$ cat src/rtl/sysbus_pkg.sv
// Shared types and constants for the system bus arbiter slice: FSM state
// encoding, bus tag fields and default bus widths.
package sysbus_pkg;

    typedef enum logic [1:0] {
        IDLE    = 2'd0,
        GRANT   = 2'd1,
        OWNED   = 2'd2,
        RELEASE = 2'd3
    } arb_state_t;

    localparam int DEF_BUS_DATA_WIDTH = 64;
    localparam int DEF_BUS_TAG_WIDTH  = 13;

    localparam logic       SYSBUS_READ   = 1'b0;
    localparam logic       SYSBUS_WRITE  = 1'b1;
    localparam logic [3:0] SYSBUS_MEMORY = 4'h1;

    // Tag layout: direction in bit 12, address space in bits 11:8.
    function automatic logic [DEF_BUS_TAG_WIDTH-1:0] sysbus_tag(input logic rw,
                                                                input logic [3:0] space);
        return {rw, space, 8'h00};
    endfunction

endpackage

$ cat src/rtl/sysbus_arbiter_rr_picker.sv
// Combinational rotating-priority picker: first set request at or above ptr,
// wrapping around, returned as one-hot, index and an any-valid flag.
module rr_picker #(
    parameter int  N  = 3,
    localparam int IW = (N > 1) ? $clog2(N) : 1
) (
    input  logic [N-1:0]  req,
    input  logic [IW-1:0] ptr,
    output logic [N-1:0]  onehot,
    output logic [IW-1:0] idx,
    output logic          any
);

    always_comb begin
        int c;
        // NOTE: every output gets a default before the search so no path can infer a latch.
        onehot = '0;
        idx    = '0;
        any    = 1'b0;
        c      = 0;
        for (int i = 0; i < N; i++) begin
            c = int'(ptr) + i;
            if (c >= N) c = c - N;
            if (!any && req[c]) begin
                any       = 1'b1;
                onehot[c] = 1'b1;
                idx       = IW'(c);
            end
        end
    end

endmodule

$ cat src/rtl/sysbus_arbiter.sv
// Round-robin owner of the shared main bus: registered one-hot grant, ownership
// held on bus_busy, request side muxed from the owner, response steered to it.
module sysbus_arbiter
    import sysbus_pkg::*;
#(
    parameter int  NUM_REQ        = 3,
    parameter int  BUS_DATA_WIDTH = DEF_BUS_DATA_WIDTH,
    parameter int  BUS_TAG_WIDTH  = DEF_BUS_TAG_WIDTH,
    parameter int  GRANT_TIMEOUT  = 8,
    localparam int IDX_W          = (NUM_REQ > 1) ? $clog2(NUM_REQ) : 1
) (
    input  logic                              clk,
    input  logic                              reset,
    input  logic [NUM_REQ-1:0]                m_reqcyc_arb,
    input  logic [NUM_REQ-1:0]                m_busy,
    output logic [NUM_REQ-1:0]                m_grant,
    input  logic [NUM_REQ-1:0]                m_bus_reqcyc,
    input  logic [NUM_REQ*BUS_DATA_WIDTH-1:0] m_bus_req,
    input  logic [NUM_REQ*BUS_TAG_WIDTH-1:0]  m_bus_reqtag,
    input  logic [NUM_REQ-1:0]                m_bus_respack,
    output logic [NUM_REQ-1:0]                m_bus_reqack,
    output logic [NUM_REQ-1:0]                m_bus_respcyc,
    output logic [BUS_DATA_WIDTH-1:0]         m_bus_resp,
    output logic                              bus_reqcyc,
    output logic [BUS_DATA_WIDTH-1:0]         bus_req,
    output logic [BUS_TAG_WIDTH-1:0]          bus_reqtag,
    output logic                              bus_respack,
    input  logic                              bus_reqack,
    input  logic                              bus_respcyc,
    input  logic [BUS_DATA_WIDTH-1:0]         bus_resp,
    output logic [IDX_W-1:0]                  owner,
    output logic                              owner_valid
);

    localparam int CNT_W = (GRANT_TIMEOUT > 2) ? $clog2(GRANT_TIMEOUT) : 1;

    arb_state_t         state, state_next;
    logic [IDX_W-1:0]   rr_ptr;
    logic [IDX_W-1:0]   owner_q;
    logic [NUM_REQ-1:0] grant_q;
    logic [CNT_W-1:0]   tmo_cnt;

    logic [NUM_REQ-1:0] pick_onehot;
    logic [IDX_W-1:0]   pick_idx;
    logic               pick_any;
    logic               busy_own;
    logic               req_own;

    rr_picker #(.N(NUM_REQ)) u_picker (
        .req    (m_reqcyc_arb),
        .ptr    (rr_ptr),
        .onehot (pick_onehot),
        .idx    (pick_idx),
        .any    (pick_any)
    );

    // NOTE: state registers use non-blocking assignments so every flop samples pre-edge values.
    always_ff @(posedge clk) begin
        if (reset) begin
            state   <= IDLE;
            rr_ptr  <= '0;
            owner_q <= '0;
            grant_q <= '0;
            tmo_cnt <= '0;
        end else begin
            state   <= state_next;
            tmo_cnt <= (state == GRANT) ? tmo_cnt + 1'b1 : '0;
            if (state == IDLE && pick_any) begin
                owner_q <= pick_idx;
                grant_q <= pick_onehot;
            end
            if (state == RELEASE) begin
                rr_ptr <= (int'(owner_q) == NUM_REQ - 1) ? '0 : owner_q + 1'b1;
            end
        end
    end

    // Busy is checked before revocation so a late busy still wins over timeout.
    always_comb begin
        state_next = state;
        unique case (state)
            IDLE:    if (pick_any) state_next = GRANT;
            GRANT: begin
                if (busy_own)
                    state_next = OWNED;
                else if (!req_own || tmo_cnt == CNT_W'(GRANT_TIMEOUT - 1))
                    state_next = RELEASE;
            end
            OWNED:   if (!busy_own) state_next = RELEASE;
            RELEASE: state_next = IDLE;
            default: state_next = IDLE;
        endcase
    end

    assign owner_valid = (state == GRANT) || (state == OWNED);
    assign m_grant     = owner_valid ? grant_q : '0;
    assign owner       = owner_q;
    assign m_bus_resp  = bus_resp;

    always_comb begin
        bus_reqcyc    = 1'b0;
        bus_req       = '0;
        bus_reqtag    = '0;
        bus_respack   = 1'b0;
        m_bus_reqack  = '0;
        m_bus_respcyc = '0;
        busy_own      = 1'b0;
        req_own       = 1'b0;
        for (int i = 0; i < NUM_REQ; i++) begin
            if (owner_q == IDX_W'(i)) begin
                busy_own = m_busy[i];
                req_own  = m_reqcyc_arb[i];
                if (owner_valid) begin
                    bus_reqcyc       = m_bus_reqcyc[i];
                    bus_req          = m_bus_req[i*BUS_DATA_WIDTH +: BUS_DATA_WIDTH];
                    bus_reqtag       = m_bus_reqtag[i*BUS_TAG_WIDTH +: BUS_TAG_WIDTH];
                    bus_respack      = m_bus_respack[i];
                    m_bus_reqack[i]  = bus_reqack;
                    m_bus_respcyc[i] = bus_respcyc;
                end
            end
        end
    end

    a_grant_onehot: assert property (@(posedge clk) disable iff (reset) $onehot0(m_grant));
    a_busy_owner:   assert property (@(posedge clk) disable iff (reset) (m_busy & ~m_grant) == '0);

endmodule

$ cat config.mk
export PLATFORM = sky130hd
export DESIGN_NAME = sysbus_arbiter
export DESIGN_NICKNAME = d
export VERILOG_FILES = /design/src/rtl/sysbus_pkg.sv /design/src/rtl/sysbus_arbiter_rr_picker.sv /design/src/rtl/sysbus_arbiter.sv
export SDC_FILE = /design/constraint.sdc
export NUM_CORES = 1
export LEC_CHECK = 0
export CAP_MARGIN = 20
export CORE_AREA = 2 2 180 182
export DETAILED_ROUTE_END_ITERATION = 8
export DIE_AREA = 0 0 182 184
export PLACE_DENSITY = 0.5
export REMOVE_ABC_BUFFERS = 1
export SYNTH_ARGS = -nofsm -noshare
export SYNTH_HDL_FRONTEND = slang
export SYNTH_SLANG_ARGS = --single-unit
export TNS_END_PERCENT = 1
$ cat constraint.sdc
create_clock -name clk -period 2.8 [get_ports clk]
set_input_delay 0.56 -clock clk [delete_from_list [all_inputs] [get_ports clk]]
set_output_delay 0.56 -clock clk [all_outputs]
set_load 0.02 [all_outputs]
==> metrics.md <==
| Metric | Value |
|---|---|
| Status | finished, final reports clean |
| Ant diodes | 0 |
| VDD IR-drop max | approximately 0.50 mV |
| Worst hold path depth | 1 |
| Die width | between 150 and 200 µm |
| CTS tree | done |
| Die height | around 180 µm |
| Number of global-route vias before repair | 4,530 |
| Clock root buffer | clkbuf_16 |
| Via/cell ratio | approximately 3.9 |
| Initial drt markers | between 100 and 150 |
| Clk Latency, worst-skew pair | between 0.2 and 0.25 ns |
| Wire length per cell | 26.03 µm |
| Avg Cell Area, Syn | 6.758 µm² |
| IO buf count | 337 |
| CP Capture Type | output port |
| Static leakage | 3.764 nW |
| Worst slew pin tran | roughly 0.53 ns |
| Synthesis Warnings | 0 |
| Routed WL | approximately 31,000 µm |
| Largest net degree at the start of global routing | 87 |
| Setup Viol. Count Final | 0 |
| Cell Rows | between 60 and 70 |
| Fraction of the yosys area taken by sequential cells | 6.571% |
| Area contributors post-synth | mux2i_1 23%, and2_1 14%, buf_4 13% |
| Fin crit period | roughly 2.6 ns |
| Post-Synthesis Cells | 541 |
| Fin Clk Skew | 0.0006020 ns |
| Rel. slew slack | 64.58% |
| # nets final | 1,113 |
| Syn-to-layout area delta | 100.2% |
| H-tree lvl count | 1 |
| Pwr dens | between 700 and 800 mW/mm² |
| Fillers | 3,491 |
| Crit Path Max Fanout | 35 |
| Layout Cell Area excl Fill | 0.007320 mm² |
| Min-delay worst type | reg2reg |
| Register Area | between 200 and 250 µm² |
| Post-CTS Setup Inserts | 0 |
| Ys async rst share | 0% |
| Post-DP HPWL | 27,130 µm |
| Post-synthesis register bit count | 12 |
| TritonRoute pass-1 iters | 5 |
| Initial Utilization | 11.65% |
| Sink Count | 12 |
| Slew Viols, Final | 0 |
| TritonCTS Buffers | 3 |
| Worst r2r path cells | 7 |
| Top cell type by total area after synthesis | mux2i_1 |
| Die area | 0.03349 mm² |
| Max-cap violation count | 0 |
| Yosys top cell area share | 23.00% |
| Final Util | between 20% and 30% |
| Gp weighted congestion | between 0.8 and 0.9 |
| Area of the mapped netlist | 0.003656 mm² |
| Place WS | 0.1322 ns |
| Io pins | 466 |
| Tcrit/Tclk final | 92.46% |
| Area of the multi-input gates | 0.002741 mm² |
| Core ar. | 0.03139 mm² |
| Arrival time worst endpoint | 2.03 ns |
| RSZ-0062 raised after global routing | false |
| Layout cells sized above 1 | 3.165% |
| WS Path Type | reg2out |
| Cell area after placement | around 0.0071 mm² |
| First-pass GRT wire length | slightly below 40,000 µm |
| Antenna violations before repair | 0 |
| EDFF count, synth | 0 |
| Via count | about 4,700 |
| Grt total ovfl | 0 |
| Residual DRC count | 0 |
| F_max | a little under 400 MHz |
| Clock Pin Slew Worst Setup and Hold Paths | ~0.04 ns |
| Critical Path Source Type | register |
| CTS hold repair buffers | 0 |
| GRT Util Overall | 17.36% |
| Final Hold Viols | 0 |
| Top_reg_cell synth | dfxtp_1 |
| Distinct cells, synth | 42 |
| Final worst slack | 0.2112 ns |
| CP Data Required Time | 2.24 ns |
| Antenna-violating nets left | 0 |
| CTS Buffer Depth | 2 |
==> final timing paths <==
path | startpoint | endpoint | slack (ns)
min | tmo_cnt[0]$_SDFF_PP0_ | tmo_cnt[0]$_SDFF_PP0_ | 0.43
max | state[0]$_SDFFE_PP0P_ | owner_valid | 0.21
min reg2reg | tmo_cnt[0]$_SDFF_PP0_ | tmo_cnt[0]$_SDFF_PP0_ | 0.43
max reg2reg | rr_ptr[0]$_SDFFE_PP0N_ | grant_q[2]$_SDFFE_PP0P_ | 0.37
==> flip-flops by register name, indices dropped and copies added, names as in the netlist <==
register	count
tmo_cnt	3
rr_ptr	2
state	2
grant_q	3
owner	2
==> per-layer routing <==
metal	wire length, µm	part of all wire, %	global-route usage (%)
met4	1791	5.8	8.742
met1	7461	24	11.58
met3	6513	21	16.56
met5	153	0.49	3.556
met2	15100	49	30.87
==> power by group <==
group | switching [W] | internal [W] | leakage (nW)
registers | 0.0000482 | 0.000223 | 0.0992
logic | 0.00271 | 0.00230 | 3.62
clock network | 0.0000788 | 0.000216 | 0.0442
total | 0.00284 | 0.00273 | 3.76
==> final cells by class <==
type / count / area share [%]
repair buffers: 349 / 50.65
multi-input cells: 416 / 37.45
well taps: 402 / 6.872
flip-flops and latches: 12 / 3.350
clock buffers: 4 / 1.214
inverters: 9 / 0.4615
==> repair_timing <==
| action | 4_1_cts | 5_1_grt |
|---|---|---|
| pin swaps | 0 | 0 |
| setup endpoints to repair | 17 | 71 |
| gates resized for setup | 17 | 71 |
| hold endpoints to repair | 0 | 0 |
==> cells by family after synthesis <==
kind of cell,count (synthesis),share of synthesized area [%]
flip-flops,12,6.571
multiplexers,85,23.41
AO/OA/AOI/OAI,115,18.41
adder cells (fa/ha/maj),11,3.764
AND/OR/NAND/NOR,205,29.12
buffers and inverters,113,18.72
==> cell usage after synthesis (3+ instances only) <==
library cell,number
a211oi_1,3
buf_4,65
and3_1,7
nor2_1,7
a21oi_1,7
ha_1,11
and3b_1,3
o21ai_0,84
nor3_1,3
o211ai_1,3
and2_1,83
nand2_1,85
buf_1,6
nor2b_1,7
buf_2,13
mux2i_1,84
dfxtp_1,12
inv_1,9
clkbuf_1,20
a211o_1,3
==> through the flow <==
step	std cells	TNS (ns)	total power [W]	hold WS, ns
floorplan	437	-355.45	0.003087	0.4016
global placement	1188	0	0.005542	0.4231
detailed placement	1188	0	0.005530	0.4278
CTS	1192	0	0.005757	0.4342
global route	1192	0	0.005969	0.4460
finish	1192	0	0.005576	0.4285
==> worst max-delay path, cell delays in order, from the launching register on <==
cell and delay, ns:
dfxtp_1 0.41, inv_1 0.12, ha_2 0.41, buf_12 0.20, clkdlybuf4s50_1 0.63
==> cells in the final DEF (no fill, tap or decap), types with 3 or more instances in the layout <==
master / instances
o21ai_0: 84
clkbuf_16: 3
clkdlybuf4s50_1: 249
and2_1: 83
dfxtp_1: 10
nor2b_1: 6
o211ai_1: 3
dlygate4sd2_1: 17
and3_1: 7
buf_4: 5
dlymetal6s2s_1: 71
a21oi_1: 7
nand2_1: 85
ha_1: 10
a211oi_1: 3
nor2_1: 7
inv_1: 9
mux2i_1: 84
buf_12: 7
and3b_1: 3
a211o_1: 3
nor3_1: 3
Note: power is estimated with default switching activity, not from simulation.
